### config.mk
export PLATFORM = sky130hd
export DESIGN_NAME = fact_responder
export DESIGN_NICKNAME = d
export VERILOG_FILES = /design/src/rtl/fact_responder.sv
export SDC_FILE = /design/constraint.sdc
export NUM_CORES = 2
export LEC_CHECK = 0
export ABC_AREA = 1
export CELL_PAD_IN_SITES_DETAIL_PLACEMENT = 1
export CELL_PAD_IN_SITES_GLOBAL_PLACEMENT = 1
export CORE_MARGIN = 2
export CORE_UTILIZATION = 49
export CTS_BUF_LIST = sky130_fd_sc_hd__clkbuf_4
export DETAILED_ROUTE_END_ITERATION = 12
export PLACE_DENSITY = 0.9
export SYNTH_ARGS = -nofsm -noshare
export SYNTH_HDL_FRONTEND = slang
export SYNTH_SLANG_ARGS = --single-unit
### constraint.sdc
create_clock -name clk -period 13.6 [get_ports clk]
set_input_delay 2.72 -clock clk [delete_from_list [all_inputs] [get_ports clk]]
set_output_delay 2.72 -clock clk [all_outputs]
set_load 0.05 [all_outputs]
### src/rtl/fact_responder.sv
// fact_responder: bus-mapped factorial accelerator computing N! mod 2^128.
// Ports: clk; reset (sync, active-high); s_sel/s_wr/s_addr/s_din access in;
//   s_dout registered read data; interrupt = done & intr_en (registered).
module fact_responder #(
   parameter int ADDR_W   = 8,
   parameter int MUL_BITS = 2
) (
   input  logic              clk,
   input  logic              reset,
   input  logic              s_sel,
   input  logic              s_wr,
   input  logic [ADDR_W-1:0] s_addr,
   input  logic [63:0]       s_din,
   output logic [63:0]       s_dout,
   output logic              interrupt
);

   localparam int CYC = 64 / MUL_BITS;
   localparam int CW  = (CYC > 1) ? $clog2(CYC) : 1;

   localparam logic [ADDR_W-1:0] A_START = ADDR_W'(8'h00);
   localparam logic [ADDR_W-1:0] A_CLEAR = ADDR_W'(8'h08);
   localparam logic [ADDR_W-1:0] A_STAT  = ADDR_W'(8'h10);
   localparam logic [ADDR_W-1:0] A_INTR  = ADDR_W'(8'h18);
   localparam logic [ADDR_W-1:0] A_OPND  = ADDR_W'(8'h20);
   localparam logic [ADDR_W-1:0] A_RESH  = ADDR_W'(8'h28);
   localparam logic [ADDR_W-1:0] A_RESL  = ADDR_W'(8'h30);

   typedef enum logic [1:0] {IDLE, LOAD, MUL, DONE} state_t;

   state_t         r_state;
   state_t         w_next;
   logic [63:0]    r_operand;
   logic           r_intr_en;
   logic [127:0]   r_result;
   logic [127:0]   r_prod;
   logic [63:0]    r_k;
   logic [63:0]    r_mult;
   logic [127:0]   r_mcand;
   logic [127:0]   r_acc;
   logic [CW-1:0]  r_cnt;
   logic [63:0]    r_dout;
   logic           r_irq;

   logic           w_wr;
   logic           w_rd;
   logic           w_start;
   logic           w_clear;
   logic           w_busy;
   logic           w_done;
   logic           w_last;
   logic           w_intr_nxt;
   logic [63:0]    w_k_dec;
   logic [127:0]   w_pp;
   logic [127:0]   w_acc_nxt;
   logic [63:0]    w_rdata;

   assign w_wr      = s_sel & s_wr;
   assign w_rd      = s_sel & ~s_wr;
   assign w_start   = w_wr && (s_addr == A_START) && s_din[0];
   assign w_clear   = w_wr && (s_addr == A_CLEAR) && s_din[0];
   assign w_busy    = (r_state == LOAD) || (r_state == MUL);
   assign w_done    = (r_state == DONE);
   assign w_last    = (r_cnt == CW'(CYC - 1));
   assign w_k_dec   = r_k - 64'd1;
   assign w_acc_nxt = r_acc + w_pp;

   // intr_en as it will be after this edge, so interrupt tracks it
   // on the same edge that done or intr_en changes.
   assign w_intr_nxt = (w_wr && (s_addr == A_INTR)) ? s_din[0] : r_intr_en;

   // Partial product for the MUL_BITS multiplier bits retired this cycle;
   // r_mcand is pre-shifted so the digit weight is already applied.
   always_comb begin
      w_pp = '0;
      for (int b = 0; b < MUL_BITS; b++) begin
         if (r_mult[b]) w_pp = w_pp + (r_mcand << b);
      end
   end

   always_comb begin
      w_next = r_state;
      if (w_clear) begin
         w_next = IDLE;
      end else begin
         unique case (r_state)
            IDLE: if (w_start) w_next = (r_operand <= 64'd1) ? DONE : LOAD;
            LOAD: w_next = MUL;
            MUL:  if (w_last) w_next = (w_k_dec >= 64'd2) ? LOAD : DONE;
            DONE: w_next = DONE;
            default: w_next = IDLE;
         endcase
      end
   end

   always_comb begin
      w_rdata = '0;
      unique case (s_addr)
         A_STAT:  w_rdata = {62'd0, w_busy, w_done};
         A_INTR:  w_rdata = {63'd0, r_intr_en};
         A_OPND:  w_rdata = r_operand;
         A_RESH:  w_rdata = r_result[127:64];
         A_RESL:  w_rdata = r_result[63:0];
         default: w_rdata = '0;
      endcase
   end

   always_ff @(posedge clk) begin
      if (reset) r_state <= IDLE;
      else       r_state <= w_next;
   end

   always_ff @(posedge clk) begin
      if (reset) begin
         r_operand <= '0;
         r_intr_en <= 1'b0;
         r_result  <= '0;
         r_prod    <= '0;
         r_k       <= '0;
         r_mult    <= '0;
         r_mcand   <= '0;
         r_acc     <= '0;
         r_cnt     <= '0;
         r_dout    <= '0;
         r_irq     <= 1'b0;
      end else begin
         if (w_rd) r_dout <= w_rdata;
         if (w_wr && (s_addr == A_INTR)) r_intr_en <= s_din[0];
         if (w_wr && (s_addr == A_OPND) && !w_busy) r_operand <= s_din;
         r_irq <= (w_next == DONE) & w_intr_nxt;
         if (w_clear) begin
            r_result <= '0;
         end else begin
            unique case (r_state)
               IDLE: begin
                  if (w_start) begin
                     r_k    <= r_operand;
                     r_prod <= 128'd1;
                     if (r_operand <= 64'd1) r_result <= 128'd1;
                  end
               end
               LOAD: begin
                  r_mult  <= r_k;
                  r_mcand <= r_prod;
                  r_acc   <= '0;
                  r_cnt   <= '0;
               end
               MUL: begin
                  r_acc   <= w_acc_nxt;
                  r_mcand <= r_mcand << MUL_BITS;
                  r_mult  <= r_mult >> MUL_BITS;
                  r_cnt   <= r_cnt + CW'(1);
                  if (w_last) begin
                     r_prod <= w_acc_nxt;
                     r_k    <= w_k_dec;
                     if (w_k_dec < 64'd2) r_result <= w_acc_nxt;
                  end
               end
               default: ;
            endcase
         end
      end
   end

   assign s_dout    = r_dout;
   assign interrupt = r_irq;

endmodule

* Word-level counts from Yosys, hierarchy flattened
Index checks and enable logic that the tools add are counted.
** Cells by class
- Add/sub/neg operators :: 4
- Magnitude comparators :: 3
- Equality and inequality tests :: 15
- Muxes and demuxes :: 25
- Bitwise operators :: 5
- Reduce and logical (&&, ||, !) cells :: 17
** Operator list (count)
- 128-bit 2-to-1 mux :: 8
- 128-bit case mux with 2 select lines :: 4
- 64-bit case mux with 5 select lines :: 1
- 128-bit adder :: 2
- 64-bit case mux with 2 select lines :: 2
- 64-bit 2-to-1 mux :: 2
- 64-bit by 2-bit greater-or-equal comparator with 1-bit output, second input constant :: 1
- 64-bit by 1-bit <= comparator with 1-bit output, second input constant :: 1
- 64-bit by 2-bit less-than comparator with 1-bit output, second input constant :: 1
- 64-bit by 1-bit subtractor with 64-bit output, second input constant :: 1
- 8-bit by 6-bit equality test with 1-bit output, second input constant :: 3
- 8-bit by 5-bit equality test with 1-bit output, second input constant :: 2
- 2-bit 2-to-1 mux :: 5
- 5-bit case mux with 2 select lines :: 1
- 8-bit by 4-bit equality test with 1-bit output, second input constant :: 1
- 8-bit zero test :: 1
- 2-bit case mux with 4 select lines :: 1
- 1-bit logical AND :: 7
- 2-bit equality test, second input constant :: 3
- 2-bit != test, second input constant :: 3
- 5-bit by 1-bit adder with 5-bit output, second input constant :: 1
- 5-bit equality test, second input constant :: 1
- 5-bit AND reduction :: 1
- 4-bit AND reduction :: 1
- 11 further kinds :: 15
** Storage, ports and cells
- Bits in registers :: 777
- Bits of input ports :: 76
- Output and inout port bits :: 65
- Word-level logic and storage cells :: 81

* Depth between registers and ports, before layout
- Depth after elaboration :: 8
- Mapped depth :: 45
- Mapped depth without buffers :: 42

* Worst setup path before layout
No wires, ideal clock.
- Path kind :: reg-to-reg
- Start :: register r_mult[0]
- End :: register r_result[90]
- Library setup time :: 0.113 ns
- Arrival time :: 4.902 ns
- Data required time :: 13.487 ns
- Slack :: 8.584 ns
- Stages on the path, launching flop included :: 39
- Path buffers :: 3
- Period minus slack after synthesis :: 5.016 ns
- Cell sequence :: dfxtp_1 -> buf_2 -> buf_4 -> clkbuf_1 -> nand2_1 -> inv_1 -> ha_1 -> inv_1 -> fa_1 -> nor2_1 -> nand2_1 -> nand3_1 -> nand2_1 -> nand2_1 -> nand2_1 -> nand2_1 -> nand2_1 -> nand2_1 -> [3 not listed] -> o21ai_1 -> xor2_1 -> o21ai_0 -> ha_1 -> nand2_1 -> nor2_1 -> inv_1 -> nor2_1 -> inv_1 -> nor2_1 -> nand3_1 -> o21ai_0 -> nand2_1 -> o21ai_0 -> a21oi_1 -> o21ai_0 -> and2_1 -> nor2_1
** Between the ends
- Cells in the longest elaborated chain, start to end :: 7
** RTL lines
- from (decl) :: RTL line 38 : logic [63:0] r_mult;
- from (signal assigned) :: RTL line 143 : r_mult <= r_k;
- from (signal assigned) :: RTL line 151 : r_mult <= r_mult >> MUL_BITS;
- 128-bit 2-to-1 mux (*) :: RTL line 77 : if (r_mult[b]) w_pp = w_pp + (r_mcand << b);
- 128-bit adder :: RTL line 77
- 128-bit 2-to-1 mux (*) :: RTL line 77
- 128-bit adder (*) :: RTL line 66 : assign w_acc_nxt = r_acc + w_pp;
- 128-bit 2-to-1 mux (*) :: RTL line 156 : if (w_k_dec < 64'd2) r_result <= w_acc_nxt;
- 128-bit 2-to-1 mux (*) :: RTL line 153 : if (w_last) begin
- 128-bit case mux with 2 select lines (*) :: RTL line 134 : unique case (r_state)
- to (signal assigned) :: RTL line 156
- to (decl) :: RTL line 35 : logic [127:0] r_result;
Every way passes the cells marked *; elsewhere a longest branch is shown, timed or not. The select of a mux whose other input is x is not followed.
A chain may end at the register's enable or synchronous reset.

* Worst setup path after layout
- Start :: register r_mult[0]
- End :: register r_result[113]
Same word-level chain as after synthesis.

==> metrics <==
FF-to-FF Start=r_mult[0]; Yosys warning total=0; ys async rst share=0; number of global-route vias before repair=about 70000; post-synth cell types=60; post-DP HPWL=about 240000 um; failing checks=capacitance limit, slew limit; IO Pins=about 140; metal3 WL=43000 um; WL met1=122000 um; layout cells sized above 1=0.0499; switching share of power=0.528; Post-synth EDFFs=0; routed len/inst=28.4 um; reg2reg end=r_result[113]; flop2flop setup slack=4.70 ns; pwr/cell area=193 mW/mm^2; critical path buffer and inverter count=6; Hold Vio Cnt, Final=0; largest net degree at the start of global routing=228; Die W=344 um; die height=344 um; relative slew slack=-0.0815; max frequency=~110 MHz; Root Buffer=clkbuf_4; CTS tree=yes; Worst Hold Endpoint=r_mcand[75]; # Post-CTS Setup Buffers=0; die area=0.118 mm^2; I/O Buffers=140; critical path class=flip-flop to flip-flop; Clock Power Share=0.195; WP data required=approximately 15 ns; area grow syn2layout=8.68%; crit end category=flip-flop; power share of the sequential group=0.307; sequential cell area fraction in the yosys report=0.275; CP startpoint kind=flip-flop; Post-Route WL=317000 um; Rows=124; Max IR drop VDD=just under 0.2 mV; CP peak stage delay=around 0.80 ns; post-DR vias/cell=6.44; RSZ-0062 raised after global routing=false; CP max stage cell=nor3_1; worst r2r path cells=30; NumNets Final=9779; final period utilization=0.654; hold_buf cts=0; GP Congestion=around 1.2; Starting Density=0.494; Vias=around 72000; Worst Hold Class=flip-flop to flip-flop; cell seen most often among critical-path stages=nand2_1; fin. max-slew vios=10; drt pass-1 iters=7; clock skew=about 0.14 ns; H-tree levels=4; clock insertion delay at the later pin of the skew report=1.33 ns; Final Critical Period=8.90 ns; clk slew on worst S/H paths=0.10 ns; Max-Cap Viols=5; post-synthesis register bit count=777; mapped cell area=0.0566 mm^2; initial drt markers=a little under 10000; DRC violations left=0; Syn Nets=9772; worst-path fanout max=71; DRT antenna net count=0; metal2 WL=approximately 130000 um; status=finished with violations; all-layer global routing usage=0.516; Worst-Margin Slew=about 1.6 ns; uppermost routed layer=met5; Gate power share=0.498; CP Data Arrival Time=10.06 ns; final setup TNS=0 ns; P_sw=0.00626 W; Worst Hold Launch=r_prod[75]; CTS resizes=0; worst hold path cell count=2; Top FF cell, synth=dfxtp_1; Cells after Synth=9480; Pwr Total=between 0.01 and 0.015 W; clock buffer depth=3; CP delay by family, top=simple AND/OR/NAND/NOR gates; TritonCTS Buffers=208; first-pass GRT wire length=455000 um; Finish-stage setup viols=0; Pleak=25.0 nW; Core Area=0.115 mm^2; synthesized area per cell=5.97 um^2; Congestion Overflow GR=0; clk sinks=between 700 and 800; internal power=0.00560 W; initial antenna violation count=28
[registers in the layout (all words and copies together), names as in the netlist]
| register | flops |
|---|---|
| r_k | 64 |
| s_dout | 64 |
| interrupt | 1 |
| r_acc | 128 |
| r_prod | 128 |
| r_result | 128 |
| r_state | 2 |
| r_operand | 64 |
| r_intr_en | 1 |
| r_mult | 64 |
| r_cnt | 5 |
| r_mcand | 128 |
[cells in the final DEF (no fill, tap or decap), types with 9 or more instances in the layout]
cell and n:
nand2_1 2077, nor2_1 1311, inv_1 1179, o21ai_0 1119
a21oi_1 1040, dfxtp_1 775, nand3_1 290, clkbuf_4 286
ha_1 212, a31oi_1 180, clkdlybuf4s50_1 139, nor4_1 98
nor3_1 92, o21ai_1 89, xor2_1 85, o211ai_1 64
o21a_1 53, buf_4 52, clkinv_1 49, nand4_1 47
o21bai_1 41, a21o_1 33, xnor2_1 27, nand3b_1 26
a221oi_1 22, inv_2 19, nand2_2 18, and2_1 17
or2_2 17, a21boi_0 16, a211oi_1 15, clkinv_2 15
or2_1 15, diode_2 14, nor2_2 13, xor2_2 9
[cell usage after synthesis, drive strengths merged (48+ instances only)]
library cell	count	area share
nand2	2099	0.14
nor2	1330	0.090
o21ai	1211	0.11
inv	1202	0.080
a21oi	1041	0.092
dfxtp	777	0.27
clkbuf	332	0.022
nand3	291	0.026
ha	214	0.047
a31oi	180	0.020
nor4	101	0.011
nor3	96	0.0088
xor2	94	0.016
buf	65	0.0068
o211ai	64	0.0085
o21a	53	0.0070
nand4	48	0.0054
[routing by layer]
metal	global-route usage	vias to the layer above
met4	0.335	24
met2	0.745	4821
met3	0.179	1220
met1	0.650	34571
met5	0	-
li1	-	31240
[power groups by stage]
stage          clock [W]  sequential [W]  combinational (W)
6_report         0.00231         0.00365            0.00590
5_1_grt          0.00240         0.00365            0.00633
4_1_cts          0.00228         0.00357            0.00563
3_5_place_dp           0         0.00357            0.00548
3_3_place_gp           0         0.00354            0.00524
2_1_floorplan          0         0.00329            0.00393
[stage by stage]
step	cell area (um^2)	instances	hold slack, ns	setup slack [ns]	utilization
3_5_place_dp	58800	10789	0.462	5.47	0.513
2_1_floorplan	56600	9480	0.425	8.58	-
4_1_cts	61500	11147	0.447	5.29	0.537
5_1_grt	61500	11156	0.464	4.67	0.537
3_3_place_gp	58800	10789	0.440	5.56	0.513
6_report	61500	11161	0.446	4.70	0.537
[worst max-delay path by stage]
| stage | start | end | slack [ns] | depth (start not counted) |
|---|---|---|---|---|
| 2_1_floorplan | r_mult[0] | r_result[90] | 8.58 | 38 |
| 3_3_place_gp | r_mult[0] | r_result[113] | 5.56 | 30 |
| 3_5_place_dp | r_mult[0] | r_result[122] | 5.47 | 29 |
| 4_1_cts | r_mult[0] | r_result[122] | 5.29 | 29 |
| 5_1_grt | r_mult[0] | r_prod[126] | 4.67 | 27 |
| 6_report | r_mult[0] | r_result[113] | 4.70 | 30 |
[final cells by class]
type	count	area (um^2)
multi-input combinational	7095	34900
antenna	14	35.0
tap	1512	1890
clock buffer	286	2150
sequential	777	15600
fill	16176	53000
inverter	1211	4570
clock inverter	72	539
timing repair buffer	194	1840
[cell families after synthesis]
logic type	Yosys count	share of synthesized area
AOI/OAI and AO/OA	2702	0.256
xor gates and xnor gates	121	0.0199
adders and majority gates	216	0.0480
buffers and inverters	1608	0.109
DFF	777	0.275
and+or+nand+nor	4056	0.292
[worst register-to-register path, delay by kind of cell (launching register included)]
| kind | cells | cell delay, ns |
|---|---|---|
| buf+inv | 6 | 1.27 |
| flops | 1 | 0.79 |
| fa+ha+maj | 2 | 0.87 |
| compound gates | 3 | 0.83 |
| simple gates | 19 | 5.03 |
Note: power is estimated with default switching activity, not from simulation.
